[src/rtl/uart_txq_pkg.sv]
// uart_txq_pkg: shared definitions for the UART transmit queue.
//   - drain FSM state encoding
//   - host register addresses
//   - status word bit positions
//   - character constants used by the optional LF -> CR LF expansion
package uart_txq_pkg;

  typedef enum logic [1:0] {
    S_IDLE  = 2'd0,
    S_POLL  = 2'd1,
    S_WRITE = 2'd2,
    S_GAP   = 2'd3
  } txq_state_t;

  localparam logic ADR_DATA = 1'b0;
  localparam logic ADR_RATE = 1'b1;

  localparam int ST_EMPTY  = 16;
  localparam int ST_FULL   = 17;
  localparam int ST_OVF    = 18;
  localparam int ST_ACTIVE = 19;

  localparam logic [7:0] CHR_LF = 8'h0A;
  localparam logic [7:0] CHR_CR = 8'h0D;

  // Word format the UART expects on a write.
  function automatic logic [31:0] uart_word(input logic [23:0] rate,
                                            input logic [7:0]  chr);
    return {rate, chr};
  endfunction

endpackage

[src/rtl/uart_txq_fifo.sv]
// uart_txq_fifo: synchronous 8-bit FIFO, 2^DEPTH_LOG2 entries.
// Ports:
//   clk, rst_n        clock, async active-low reset (empties the FIFO)
//   i_push, i_din     write request / byte; ignored while full
//   i_pop             read request; ignored while empty
//   o_dout            head byte (valid when !o_empty)
//   o_full, o_empty   occupancy flags
//   o_level           entry count, DEPTH_LOG2+1 bits
module uart_txq_fifo #(
  parameter int DEPTH_LOG2 = 4
) (
  input  logic                  clk,
  input  logic                  rst_n,
  input  logic                  i_push,
  input  logic [7:0]            i_din,
  input  logic                  i_pop,
  output logic [7:0]            o_dout,
  output logic                  o_full,
  output logic                  o_empty,
  output logic [DEPTH_LOG2:0]   o_level
);

  localparam int DEPTH = 1 << DEPTH_LOG2;

  logic [7:0]          r_mem [DEPTH];
  // Pointers carry one extra wrap bit so full and empty are distinguishable.
  logic [DEPTH_LOG2:0] r_wptr;
  logic [DEPTH_LOG2:0] r_rptr;
  logic [DEPTH_LOG2:0] w_level;
  logic                w_do_push;
  logic                w_do_pop;

  assign w_level = r_wptr - r_rptr;
  // Level never exceeds DEPTH, so its top bit alone means full.
  assign o_full  = w_level[DEPTH_LOG2];
  assign o_empty = (w_level == '0);
  assign o_level = w_level;
  assign o_dout  = r_mem[r_rptr[DEPTH_LOG2-1:0]];

  // Full is judged before any same-cycle pop: a push into a full FIFO is lost.
  assign w_do_push = i_push && !o_full;
  assign w_do_pop  = i_pop && !o_empty;

  always_ff @(posedge clk or negedge rst_n) begin
    if (!rst_n) begin
      r_wptr <= '0;
      r_rptr <= '0;
    end else begin
      if (w_do_push) r_wptr <= r_wptr + 1'b1;
      if (w_do_pop)  r_rptr <= r_rptr + 1'b1;
    end
  end

  // Storage needs no reset; only the pointers define validity.
  always_ff @(posedge clk) begin
    if (w_do_push) r_mem[r_wptr[DEPTH_LOG2-1:0]] <= i_din;
  end

endmodule

[src/rtl/uart_txq.sv]
// uart_txq: byte transmit queue in front of the UART transmitter.
// Host side pushes bytes (adr 0) and sets the baud-rate word (adr 1) with
// zero wait states; a drain FSM polls the UART busy bit and writes
// {rate, byte} once per character.
// Ports:
//   sys_clk_i, sys_rst_n_i           clock, async active-low reset
//   txq_stb_i/wea_i/adr_i/dat_i      host access
//   txq_ack_o, txq_dat_o             host ack (= strobe), read data
//   uart_stb_o/wea_o/dat_o           registered access to the UART
//   uart_ack_i, uart_dat_i           UART ack, read data (bit 0 = busy)
// Optional: define UART_TXQ_CRLF_EN to send CR before every LF.
module uart_txq
  import uart_txq_pkg::*;
#(
  parameter int          DEPTH_LOG2 = 4,
  parameter logic [23:0] RATE_RST   = 24'h000800
) (
  input  logic        sys_clk_i,
  input  logic        sys_rst_n_i,
  input  logic        txq_stb_i,
  input  logic        txq_wea_i,
  input  logic        txq_adr_i,
  input  logic [31:0] txq_dat_i,
  output logic        txq_ack_o,
  output logic [31:0] txq_dat_o,
  output logic        uart_stb_o,
  output logic        uart_wea_o,
  output logic [31:0] uart_dat_o,
  input  logic        uart_ack_i,
  input  logic [31:0] uart_dat_i
);

  // ---------------- host side ----------------
  logic        w_push;
  logic        w_rate_wr;
  logic        w_stat_rd;
  logic        w_pop;
  logic [7:0]  w_head;
  logic        w_full;
  logic        w_empty;
  logic [DEPTH_LOG2:0] w_level;
  logic [23:0] r_rate;
  logic        r_ovf;
  logic [31:0] w_rd;
  logic        w_unused;

  assign w_unused  = &{1'b0, txq_dat_i[31:24], uart_dat_i[31:1]};

  assign txq_ack_o = txq_stb_i;
  assign w_push    = txq_stb_i &&  txq_wea_i && (txq_adr_i == ADR_DATA);
  assign w_rate_wr = txq_stb_i &&  txq_wea_i && (txq_adr_i == ADR_RATE);
  assign w_stat_rd = txq_stb_i && !txq_wea_i && (txq_adr_i == ADR_DATA);

  uart_txq_fifo #(.DEPTH_LOG2(DEPTH_LOG2)) u_fifo (
    .clk     (sys_clk_i),
    .rst_n   (sys_rst_n_i),
    .i_push  (w_push),
    .i_din   (txq_dat_i[7:0]),
    .i_pop   (w_pop),
    .o_dout  (w_head),
    .o_full  (w_full),
    .o_empty (w_empty),
    .o_level (w_level)
  );

  always_ff @(posedge sys_clk_i or negedge sys_rst_n_i) begin
    if (!sys_rst_n_i) begin
      r_rate <= RATE_RST;
      r_ovf  <= 1'b0;
    end else begin
      if (w_rate_wr) r_rate <= txq_dat_i[23:0];
      // Set and clear come from a write and a read, so they never collide.
      if (w_push && w_full) r_ovf <= 1'b1;
      else if (w_stat_rd)   r_ovf <= 1'b0;
    end
  end

  // ---------------- drain FSM ----------------
  txq_state_t  r_state, w_nxt_state;
  logic        r_stb, w_nxt_stb;
  logic        r_wea, w_nxt_wea;
  logic [31:0] r_dat, w_nxt_dat;
  logic [7:0]  w_send;
  logic        w_busy;

  assign w_busy = uart_dat_i[0];

`ifdef UART_TXQ_CRLF_EN
  // cr_done marks that the CR for the LF at the head has already gone out.
  logic r_cr_done, w_nxt_cr_done;
  logic w_lf_sub;
  assign w_lf_sub = (w_head == CHR_LF) && !r_cr_done;
  assign w_send   = w_lf_sub ? CHR_CR : w_head;
`else
  assign w_send   = w_head;
`endif

  always_comb begin
    w_nxt_state = r_state;
    w_nxt_stb   = r_stb;
    w_nxt_wea   = r_wea;
    w_nxt_dat   = r_dat;
    w_pop       = 1'b0;
`ifdef UART_TXQ_CRLF_EN
    w_nxt_cr_done = r_cr_done;
`endif
    case (r_state)
      S_IDLE: begin
        if (!w_empty) begin
          w_nxt_state = S_POLL;
          w_nxt_stb   = 1'b1;
          w_nxt_wea   = 1'b0;
        end
      end
      S_POLL: begin
        // Busy keeps us polling; the strobe stays up for a fresh read.
        if (uart_ack_i && !w_busy) begin
          w_nxt_state = S_WRITE;
          w_nxt_stb   = 1'b1;
          w_nxt_wea   = 1'b1;
          // Rate is captured here, so later rate writes miss this byte.
          w_nxt_dat   = uart_word(r_rate, w_send);
        end
      end
      S_WRITE: begin
        if (uart_ack_i) begin
          w_nxt_state = S_GAP;
          w_nxt_stb   = 1'b0;
          w_nxt_wea   = 1'b0;
`ifdef UART_TXQ_CRLF_EN
          if (w_lf_sub) begin
            w_nxt_cr_done = 1'b1;
          end else begin
            w_pop         = 1'b1;
            w_nxt_cr_done = 1'b0;
          end
`else
          w_pop = 1'b1;
`endif
        end
      end
      S_GAP: begin
        // One idle cycle lets the UART's busy flag reflect the last write.
        w_nxt_state = S_IDLE;
      end
      default: begin
        w_nxt_state = S_IDLE;
        w_nxt_stb   = 1'b0;
        w_nxt_wea   = 1'b0;
      end
    endcase
  end

  always_ff @(posedge sys_clk_i or negedge sys_rst_n_i) begin
    if (!sys_rst_n_i) begin
      r_state <= S_IDLE;
      r_stb   <= 1'b0;
      r_wea   <= 1'b0;
      r_dat   <= '0;
    end else begin
      r_state <= w_nxt_state;
      r_stb   <= w_nxt_stb;
      r_wea   <= w_nxt_wea;
      r_dat   <= w_nxt_dat;
    end
  end

`ifdef UART_TXQ_CRLF_EN
  always_ff @(posedge sys_clk_i or negedge sys_rst_n_i) begin
    if (!sys_rst_n_i) r_cr_done <= 1'b0;
    else              r_cr_done <= w_nxt_cr_done;
  end
`endif

  assign uart_stb_o = r_stb;
  assign uart_wea_o = r_wea;
  assign uart_dat_o = r_dat;

  // ---------------- host read mux ----------------
  always_comb begin
    w_rd = '0;
    if (txq_stb_i && !txq_wea_i) begin
      if (txq_adr_i == ADR_DATA) begin
        w_rd[DEPTH_LOG2:0] = w_level;
        w_rd[ST_EMPTY]     = w_empty;
        w_rd[ST_FULL]      = w_full;
        w_rd[ST_OVF]       = r_ovf;
        w_rd[ST_ACTIVE]    = (r_state != S_IDLE);
      end else begin
        w_rd = {8'h00, r_rate};
      end
    end
  end

  assign txq_dat_o = w_rd;

endmodule

[config.mk]
export PLATFORM = sky130hd
export DESIGN_NAME = uart_txq
export DESIGN_NICKNAME = d
export VERILOG_FILES = /design/src/rtl/uart_txq_pkg.sv /design/src/rtl/uart_txq_fifo.sv /design/src/rtl/uart_txq.sv
export SDC_FILE = /design/constraint.sdc
export NUM_CORES = 1
export LEC_CHECK = 0
export CAP_MARGIN = 20
export CORE_UTILIZATION = 48
export DETAILED_ROUTE_END_ITERATION = 6
export PLACE_DENSITY_LB_ADDON = 0.05
export SYNTH_ARGS = -nofsm -noshare
export SYNTH_HDL_FRONTEND = slang
export SYNTH_SLANG_ARGS = --single-unit
[constraint.sdc]
create_clock -name sys_clk_i -period 3 [get_ports sys_clk_i]
set_input_delay 0.3 -clock sys_clk_i [delete_from_list [all_inputs] [get_ports sys_clk_i]]
set_output_delay 0.3 -clock sys_clk_i [all_outputs]
set_load 0.02 [all_outputs]
==> impl_table.tex, run 1 <==
\begin{tabular}{lr}
\hline
Metric & Value \\
\hline
\multicolumn{2}{l}{\textbf{Status}} \\
\quad Status & finished, violations left \\
\quad Failing checks & hold timing \\
\multicolumn{2}{l}{\textbf{Route}} \\
\quad Iter 0 DRT Violations & about 240 \\
\quad Mean routed wirelength per cell & roughly 20 um \\
\quad Number of DRC violations after detailed routing & 0 \\
\quad Detailed-route via count & 4,558 \\
\quad Post-detailed-routing wire length & between 15,000 and 20,000 um \\
\quad Ratio of routed vias to standard cells & approximately 5.3 \\
\quad Total iterations of the first detailed-routing run & 4 \\
\quad Remaining number of nets flagged by the antenna check after routing & 0 \\
\multicolumn{2}{l}{\textbf{STA}} \\
\quad Actual slew at the worst max-slew pin & about 0.96 ns \\
\quad Number of hold-slack violations in the final timing report & 7 \\
\quad Max Fclk & 349 MHz \\
\quad Final critical delay including setup and external delays & 2.87 ns \\
\quad Normalized max-slew margin & between 30\% and 40\% \\
\quad Setup repair after global routing missed its margin & no \\
\quad Max-slew violations & 0 \\
\quad Total Negative Setup Slacks & 0 ns \\
\quad Final worst clock skew & $\sim$0.011 ns \\
\quad Hold Slack & -0.00266 ns \\
\quad Final worst path period share & approximately 96\% \\
\quad Final setup violation count & 0 \\
\multicolumn{2}{l}{\textbf{Setup path}} \\
\quad Maximum fanout encountered on the critical timing path & 3 \\
\quad Critical setup path kind & flop to output pin \\
\quad Buffers and inverters on the worst path & 2 \\
\quad Number of cells on the worst reg-to-reg path & 10 \\
\quad Data required, critical path & 2.70 ns \\
\quad Crit path largest cell delay & about 0.4 ns \\
\quad Setup slack, reg-to-reg & approximately 0.20 ns \\
\quad Cell family with the largest share of critical-path delay & adder cells \\
\quad Reg-to-reg startpoint & u\_fifo.r\_rptr[0] \\
\quad Master of the slowest instance on the critical path & sky130\_fd\_sc\_hd\_\_dfrtp\_2 \\
\quad Startpoint class of the critical path & flop \\
\quad Arrival time worst endpoint & approximately 2.6 ns \\
\quad Worst reg2reg path endpoint & u\_fifo.r\_mem[1][4] \\
\quad Critical Path End Type & output pin \\
\quad Cell-by-cell trace of the critical path & ha\_1 -> fa\_2 -> nand2b\_1 -> a21oi\_2 -> xnor2\_2 -> buf\_4 -> nor2\_2 -> a21oi\_1 -> nor2\_1 -> clkdlybuf4s15\_2 \\
\multicolumn{2}{l}{\textbf{Die}} \\
\quad Area of the placeable core & between 0.015 and 0.02 mm2 \\
\quad Chip Width & 133 um \\
\quad Starting density of the core & 49.5\% \\
\quad Top-level port count & 137 \\
\quad Total die area & between 0.015 and 0.02 mm2 \\
\quad Die span in y & about 130 um \\
\quad Site Rows & 47 \\
\multicolumn{2}{l}{\textbf{Layout}} \\
\quad Post-Layout Cell Count & 853 \\
\quad Area added between synthesis and finish & 24.6\% \\
\quad Final layout net count & between 700 and 800 \\
\quad Count of inserted antenna diode cells & 0 \\
\quad Ratio of cells with drive above 1 in the final layout & between 20\% and 30\% \\
\multicolumn{2}{l}{\textbf{Clock tree}} \\
\quad Clock net sink count & 199 \\
\quad Clock root buffer & sky130\_fd\_sc\_hd\_\_clkbuf\_16 \\
\quad Number of CTS-inserted buffers & 17 \\
\quad CTS tree & built \\
\quad Clock-pin slew of the registers on the worst-case setup and hold paths & 0.07 ns \\
\quad Insertion delay of the later-clocked pin in the worst-skew pair & between 0.4 and 0.5 ns \\
\quad Buffer depth of the longest clock path & 2 \\
\quad \# H-tree levels & 4 \\
\multicolumn{2}{l}{\textbf{Synthesis}} \\
\quad Most numerous cell types in the synthesized netlist & 128 x sky130\_fd\_sc\_hd\_\_edfxtp\_1, 70 x sky130\_fd\_sc\_hd\_\_dfrtp\_1, 50 x sky130\_fd\_sc\_hd\_\_mux2\_2 \\
\quad Number of instances in the synthesized netlist & roughly 500 \\
\quad Area contributors post-synth & sky130\_fd\_sc\_hd\_\_edfxtp\_1 47\%, sky130\_fd\_sc\_hd\_\_dfrtp\_1 21\%, sky130\_fd\_sc\_hd\_\_mux4\_2 8.7\%, sky130\_fd\_sc\_hd\_\_mux2\_2 6.8\%, sky130\_fd\_sc\_hd\_\_and2\_1 2.0\% \\
\quad Post-synth EDFFs & approximately 130 \\
\quad Post-Syn Area per Cell & between 15 and 20 um2 \\
\quad Cell Area, Synth & 0.00826 mm2 \\
\quad Count of unique library cells instantiated by Yosys & 38 \\
\quad Share of synthesized flip-flops with an asynchronous set or reset & 35.7\% \\
\quad Flip-flop and latch count after synthesis & just under 200 \\
\quad Sequential share of the synthesized area & 68.1\% \\
\quad Number of warnings reported in the yosys synthesis log & 0 \\
\quad Most used flip-flop cell after synthesis & sky130\_fd\_sc\_hd\_\_edfxtp\_1 \\
\quad Yosys top cell by area & sky130\_fd\_sc\_hd\_\_edfxtp\_1 \\
\quad Most instantiated library cell after synthesis & sky130\_fd\_sc\_hd\_\_edfxtp\_1 \\
\quad Area share of the largest cell type after synthesis & a little under half \\
\multicolumn{2}{l}{\textbf{GRT}} \\
\quad Via count of the first global-routing pass & just under 5,000 \\
\quad Global-route congestion overflow total & 0 \\
\quad Antenna violations before repair & 0 \\
\quad GRT Total Usage & between 20\% and 30\% \\
\quad Largest net degree at the start of global routing & 72 \\
\quad Wire length of the first global-routing pass & roughly 27,000 um \\
\multicolumn{2}{l}{\textbf{Power}} \\
\quad Power density relative to cell area & roughly 890 mW/mm2 \\
\quad Register share of total power & around two fifths \\
\quad Cell internal power dissipation & 6.11 mW \\
\quad Static Leakage & between 3 and 4 nW \\
\quad Proportion of total power due to net switching & 33.3\% \\
\quad Combinational fraction of design power & between 30\% and 40\% \\
\quad Clock group share of total power & 23.7\% \\
\quad P\_sw & approximately 3 mW \\
\quad Worst VDD drop & 0.456 mV \\
\multicolumn{2}{l}{\textbf{Run}} \\
\quad Number of max-cap violations & 0 \\
\multicolumn{2}{l}{\textbf{Placement}} \\
\quad Placer Congestion & $\sim$0.74 \\
\quad Detailed placer's ending HPWL & 11,500 um \\
\quad Input/output buffers & between 80 and 90 \\
\quad Placed instance count & between 800 and 900 \\
\multicolumn{2}{l}{\textbf{Min path}} \\
\quad Worst Hold Class & input port to asynchronous set/reset pin \\
\hline
\end{tabular}
## timing repair
action | in CTS | in global routing
resized for setup | 12 | 7
hold buffers | 0 | 0
pin swaps | 0 | 2
buffers inserted | 0 | 1
setup endpoints to repair | 4 | 35
## kinds of logic after synthesis
family / share of synthesized area [%]
DFF: 68.1
and+or+nand+nor: 6.76
muxes: 17.2
buffers and inverters: 2.51
AOI/OAI and AO/OA: 2.12
adders and majority gates: 2.06
xor gates and xnor gates: 1.27
other: 0.0454
## metrics by stage
| step | power, mW | instance area [um2] | utilization [%] | worst slack (ns) |
|---|---|---|---|---|
| 6_report | 9.16 | 10300 | 61.6 | 0.133 |
| 5_1_grt | 9.65 | 10300 | 61.6 | 0.0229 |
| 4_1_cts | 9.22 | 10300 | 61.5 | 0.0288 |
| 3_5_place_dp | 7.02 | 9700 | 58.1 | 0.105 |
| 3_3_place_gp | 6.95 | 9700 | 58.1 | 0.119 |
| 2_1_floorplan | 5.75 | 8290 | - | 0.0227 |
## routing by layer
metal	GRT usage, %	share of wire (%)	vias to the layer above
li1	-	-	2084
met1	28.4	45	2358
met2	33.5	49	96
met3	4.49	3.9	20
met4	6.38	1.4	0
met5	0	0	-
## cell type report
| class | count | area (um2) |
|---|---|---|
| Fill cell | 1250 | 6410 |
| Clock buffer | 18 | 429 |
| Sequential cell | 199 | 5620 |
| Clock inverter | 14 | 136 |
| Timing Repair Buffer | 127 | 1290 |
| Multi-Input combinational cell | 262 | 2480 |
| Tap cell | 220 | 275 |
| Inverter | 13 | 48.8 |
## power groups by stage
stage,clock network (mW),logic [mW],registers [mW]
after floorplan,0,1.90,3.85
after CTS,2.22,3.40,3.60
after global placement,0,3.31,3.64
final,2.17,3.38,3.60
after detailed placement,0,3.37,3.66
after global routing,2.34,3.65,3.66
## cells in the final DEF (no fill, tap or decap), drive strengths merged, types with 3 or more instances in the layout
cell type      count
a21oi              9
a221o              8
and2              27
buf               41
clkbuf            18
clkdlybuf4s50     84
clkinv             5
conb               8
dfrtp             70
edfxtp           128
ha                12
inv               20
mux2              51
mux2i             12
mux4              32
nand2             30
nand3              4
nand4              3
nor2              27
nor3              10
o21ai              4
xnor2              7
xor2               5
## worst max path at each step
stage                      from             endpoint  slack [ns]  cells after the start
6_report       u_fifo.r_rptr[0]         txq_dat_o[4]        0.13                     10
5_1_grt        u_fifo.r_rptr[0]         txq_dat_o[4]        0.02                     10
4_1_cts        u_fifo.r_rptr[0]         txq_dat_o[4]        0.03                     10
3_5_place_dp   u_fifo.r_rptr[0]   u_fifo.r_mem[2][6]        0.10                     10
3_3_place_gp   u_fifo.r_rptr[0]        txq_dat_o[16]        0.12                      9
2_1_floorplan  u_fifo.r_rptr[3]  u_fifo.r_mem[12][0]        0.02                     11
## state kept, by name (all words and copies together), names as in the netlist
register and cells:
uart_dat_o 32, u_fifo.r_wptr 5, u_fifo.r_mem 128, r_ovf 1, u_fifo.r_rptr 5, r_state 2
r_rate 24, uart_stb_o 1, uart_wea_o 1
No activity file was read; power rests on OpenSTA's default activity.
==> run 2, diff against run 1 <==
--- a/config.mk
+++ b/config.mk
@@ -5,6 +5,7 @@
 export SDC_FILE = /design/constraint.sdc
 export NUM_CORES = 1
 export LEC_CHECK = 0
+export ABC_CLOCK_PERIOD_IN_PS = 3000
 export CAP_MARGIN = 20
 export CORE_UTILIZATION = 48
 export DETAILED_ROUTE_END_ITERATION = 6
==> results of run 2 <==
The final DEF is identical to that of run 1; final timing and power are the same.
==> run 3, diff against run 2 <==
--- a/config.mk
+++ b/config.mk
@@ -5,11 +5,12 @@
 export SDC_FILE = /design/constraint.sdc
 export NUM_CORES = 1
 export LEC_CHECK = 0
-export ABC_CLOCK_PERIOD_IN_PS = 3000
+export ABC_CLOCK_PERIOD_IN_PS = 3600
 export CAP_MARGIN = 20
-export CORE_UTILIZATION = 48
+export CORE_UTILIZATION = 57
 export DETAILED_ROUTE_END_ITERATION = 6
 export PLACE_DENSITY_LB_ADDON = 0.05
+export SKIP_CTS_REPAIR_TIMING = 1
 export SYNTH_ARGS = -nofsm -noshare
 export SYNTH_HDL_FRONTEND = slang
 export SYNTH_SLANG_ARGS = --single-unit
==> constraint.sdc (replaced) <==
create_clock -name sys_clk_i -period 3.6 [get_ports sys_clk_i]
set_input_delay 0.36 -clock sys_clk_i [delete_from_list [all_inputs] [get_ports sys_clk_i]]
set_output_delay 0.36 -clock sys_clk_i [all_outputs]
set_load 0.02 [all_outputs]
==> impl_table.tex, run 3 (synthesized netlist as in run 1, its figures left out) <==
\begin{tabular}{lr}
\hline
Metric & Value \\
\hline
\multicolumn{2}{l}{\textbf{Status}} \\
\quad Status & finished clean \\
\multicolumn{2}{l}{\textbf{Route}} \\
\quad Iter 0 DRT Violations & 318 (+35\%) \\
\quad Post-detailed-routing wire length & 16,400 um (-4.0\%) \\
\quad Total iterations of the first detailed-routing run & 4 (unchanged) \\
\quad Detailed-route via count & 4,478 (-1.8\%) \\
\quad Mean routed wirelength per cell & 20.8 um (+4.0\%) \\
\quad Ratio of routed vias to standard cells & 5.68 (+6.3\%) \\
\quad Remaining number of nets flagged by the antenna check after routing & 0 (unchanged) \\
\quad Number of DRC violations after detailed routing & 0 (unchanged) \\
\multicolumn{2}{l}{\textbf{STA}} \\
\quad Max Fclk & around 300 MHz \\
\quad Max-slew violations & 0 (unchanged) \\
\quad Final worst clock skew & 0.00802 ns (-0.00295 ns) \\
\quad Final setup violation count & 0 (unchanged) \\
\quad Final worst path period share & roughly 93\% \\
\quad Total Negative Setup Slacks & 0 ns (unchanged) \\
\quad Actual slew at the worst max-slew pin & 0.909 ns (-0.0495 ns) \\
\quad Hold Slack & 0.0474 ns (+0.0501 ns) \\
\quad Setup repair after global routing missed its margin & no \\
\quad Final critical delay including setup and external delays & between 3 and 4 ns \\
\quad Number of hold-slack violations in the final timing report & 0 (-7) \\
\quad Worst setup slack after layout & 0.262 ns (+0.129 ns) \\
\quad Normalized max-slew margin & 39.4\% (+3.3 points) \\
\multicolumn{2}{l}{\textbf{Power}} \\
\quad Register share of total power & 40.3\% (+1.0 points) \\
\quad Power density relative to cell area & 756 mW/mm2 (-15\%) \\
\quad Cell internal power dissipation & 5.05 mW (-17\%) \\
\quad Static Leakage & 3.75 nW (-3.6\%) \\
\quad Combinational fraction of design power & 35.7\% (-1.2 points) \\
\quad Clock group share of total power & 24.0\% (+0.3 points) \\
\quad P\_sw & 2.44 mW (-20\%) \\
\quad Proportion of total power due to net switching & 32.6\% (-0.77 points) \\
\quad Worst VDD drop & 0.483 mV (+6.0\%) \\
\multicolumn{2}{l}{\textbf{Layout}} \\
\quad Footprint of the multi-input gates & 0.00246 mm2 (-1.1\%) \\
\quad Most common library cell in the layout ignoring fill and taps & sky130\_fd\_sc\_hd\_\_edfxtp\_1 \\
\quad Highest-count cells in the layout ignoring fill and taps & 128 x sky130\_fd\_sc\_hd\_\_edfxtp\_1, 86 x sky130\_fd\_sc\_hd\_\_clkdlybuf4s50\_1, 69 x sky130\_fd\_sc\_hd\_\_dfrtp\_1 \\
\quad Ratio of cells with drive above 1 in the final layout & 22.0\% (-4.3 points) \\
\quad Filler cell count in the final layout & 922 (-26\%) \\
\quad Sequential standard cell area & 0.00562 mm2 (unchanged) \\
\quad Final layout net count & 678 (-3.6\%) \\
\quad Fraction of the core area covered by cells at the end of the flow & 70.8\% (+9.2 points) \\
\quad Area added between synthesis and finish & 20.0\% \\
\quad Post-Layout Inst Area & 0.00991 mm2 (-3.7\%) \\
\quad Count of inserted antenna diode cells & 0 (unchanged) \\
\quad Number of flip-flops under the largest register name & 128 (unchanged) \\
\multicolumn{2}{l}{\textbf{Die}} \\
\quad Starting density of the core & 59.1\% (+9.6 points) \\
\quad Area of the placeable core & 0.0140 mm2 (-16\%) \\
\quad Die span in y & 122 um (-8.1\%) \\
\quad Chip Width & 122 um (-8.1\%) \\
\quad Total die area & 0.0150 mm2 (-16\%) \\
\quad Site Rows & 43 (-8.5\%) \\
\quad Top-level port count & 137 (unchanged) \\
\multicolumn{2}{l}{\textbf{Setup path}} \\
\quad Critical setup path kind & flop to output pin \\
\quad Reg-to-reg startpoint & u\_fifo.r\_wptr[0] \\
\quad Startpoint class of the critical path & flop \\
\quad Arrival time worst endpoint & 2.98 ns (+0.41 ns) \\
\quad Worst setup startpoint & u\_fifo.r\_wptr[0] \\
\quad Critical Path End Type & output pin \\
\quad Maximum fanout encountered on the critical timing path & 4 (+1) \\
\quad Data required, critical path & 3.24 ns (+0.54 ns) \\
\multicolumn{2}{l}{\textbf{GRT}} \\
\quad Largest net degree at the start of global routing & 72 (unchanged) \\
\quad Antenna violations before repair & 0 (unchanged) \\
\quad Via count of the first global-routing pass & 4,708 (-2.3\%) \\
\quad Wire length of the first global-routing pass & 25,600 um (-6.0\%) \\
\quad GRT Total Usage & 23.8\% (+3.1 points) \\
\quad Global-route congestion overflow total & 0 (unchanged) \\
\multicolumn{2}{l}{\textbf{Placement}} \\
\quad Post-Place Cell Area & 0.00934 mm2 (-3.7\%) \\
\quad Input/output buffers & 89 (unchanged) \\
\quad Placer Congestion & 0.788 (+6.7\%) \\
\quad Setup WS pre-CTS & 0.417 ns (+0.313 ns) \\
\quad Detailed placer's ending HPWL & 10,600 um (-7.5\%) \\
\multicolumn{2}{l}{\textbf{Clock tree}} \\
\quad Buffer depth of the longest clock path & 2 (unchanged) \\
\quad CTS tree & built \\
\quad Clock root buffer & sky130\_fd\_sc\_hd\_\_clkbuf\_16 \\
\quad \# H-tree levels & 4 (unchanged) \\
\quad Number of CTS-inserted buffers & 17 (unchanged) \\
\quad Clock net sink count & 199 (unchanged) \\
\quad Insertion delay of the later-clocked pin in the worst-skew pair & 0.43 ns (about the same) \\
\quad Clock-pin slew of the registers on the worst-case setup and hold paths & 0.07 ns (about the same) \\
\multicolumn{2}{l}{\textbf{Run}} \\
\quad Number of max-cap violations & 0 (unchanged) \\
\multicolumn{2}{l}{\textbf{Min path}} \\
\quad Worst Hold Class & input port to asynchronous set/reset pin \\
\hline
\end{tabular}
## run 3: cell count changes in the layout (fill, tap and decap cells not counted), moves of 2 or more
cell                              delta
sky130_fd_sc_hd__clkdlybuf4s50_1     +2
sky130_fd_sc_hd__buf_4              -17
sky130_fd_sc_hd__dlymetal6s2s_1      +2
sky130_fd_sc_hd__clkinv_2            +2
sky130_fd_sc_hd__inv_8               -3
sky130_fd_sc_hd__clkinvlp_4          +3
sky130_fd_sc_hd__buf_12             -10
sky130_fd_sc_hd__clkinv_8            -2
sky130_fd_sc_hd__clkinv_4            -2
## run 3: final timing paths
| path | end | slack [ns] | cells after the start |
|---|---|---|---|
| max in group asynchronous | u_fifo.r_rptr[0] | 2.91 | 1 |
| setup reg to reg | u_fifo.r_mem[4][0] | 0.38 | 9 |
| hold / removal | uart_dat_o[3] | 0.05 | 1 |
| setup / recovery | txq_dat_o[17] | 0.26 | 10 |
| min in group sys_clk_i | u_fifo.r_wptr[4] | 0.49 | 1 |
| hold reg to reg | u_fifo.r_wptr[4] | 0.49 | 1 |
## run 3: area by class of cell
type / count / area share, %
inverter: 13 / 0.492
tap: 180 / 2.27
sequential: 199 / 56.7
timing repair buffer: 102 / 10.0
clock inverter: 13 / 1.20
multi-input combinational: 262 / 24.8
clock buffer: 19 / 4.47
## run 3: per-layer routing
metal  GRT usage (%)  up-vias  wire length (um)
li1                -     2033                 -
met1            31.9     2300              7040
met2            39.2      130              8280
met3            5.39       15               906
met4            7.39        0               177
met5               0        -                 0
## run 3: stage by stage
stage / cells / power (mW)
floorplan: 504 / 4.79
global placement: 756 / 5.68
detailed placement: 756 / 5.74
CTS: 788 / 7.55
global route: 788 / 7.89
finish: 788 / 7.50
## run 3: worst max-delay path, stage by stage, from the launching register on
cell and delay [ns]:
sky130_fd_sc_hd__dfrtp_1 0.41, sky130_fd_sc_hd__inv_1 0.12, sky130_fd_sc_hd__ha_1 0.23, sky130_fd_sc_hd__fa_1 0.39, sky130_fd_sc_hd__nand2b_1 0.18, sky130_fd_sc_hd__a21oi_2 0.14
sky130_fd_sc_hd__xnor2_1 0.23, sky130_fd_sc_hd__nor2_1 0.11, sky130_fd_sc_hd__a21oi_1 0.14, sky130_fd_sc_hd__nor2_1 0.05, sky130_fd_sc_hd__clkdlybuf4s50_1 0.54
## run 3: power by group through the flow
| stage | clock network [mW] | registers (mW) | logic (mW) |
|---|---|---|---|
| finish | 1.80 | 3.02 | 2.68 |
| floorplan | 0 | 3.21 | 1.58 |
| global placement | 0 | 3.04 | 2.63 |
| global route | 1.91 | 3.06 | 2.91 |
| detailed placement | 0 | 3.06 | 2.68 |
| CTS | 1.82 | 3.02 | 2.71 |
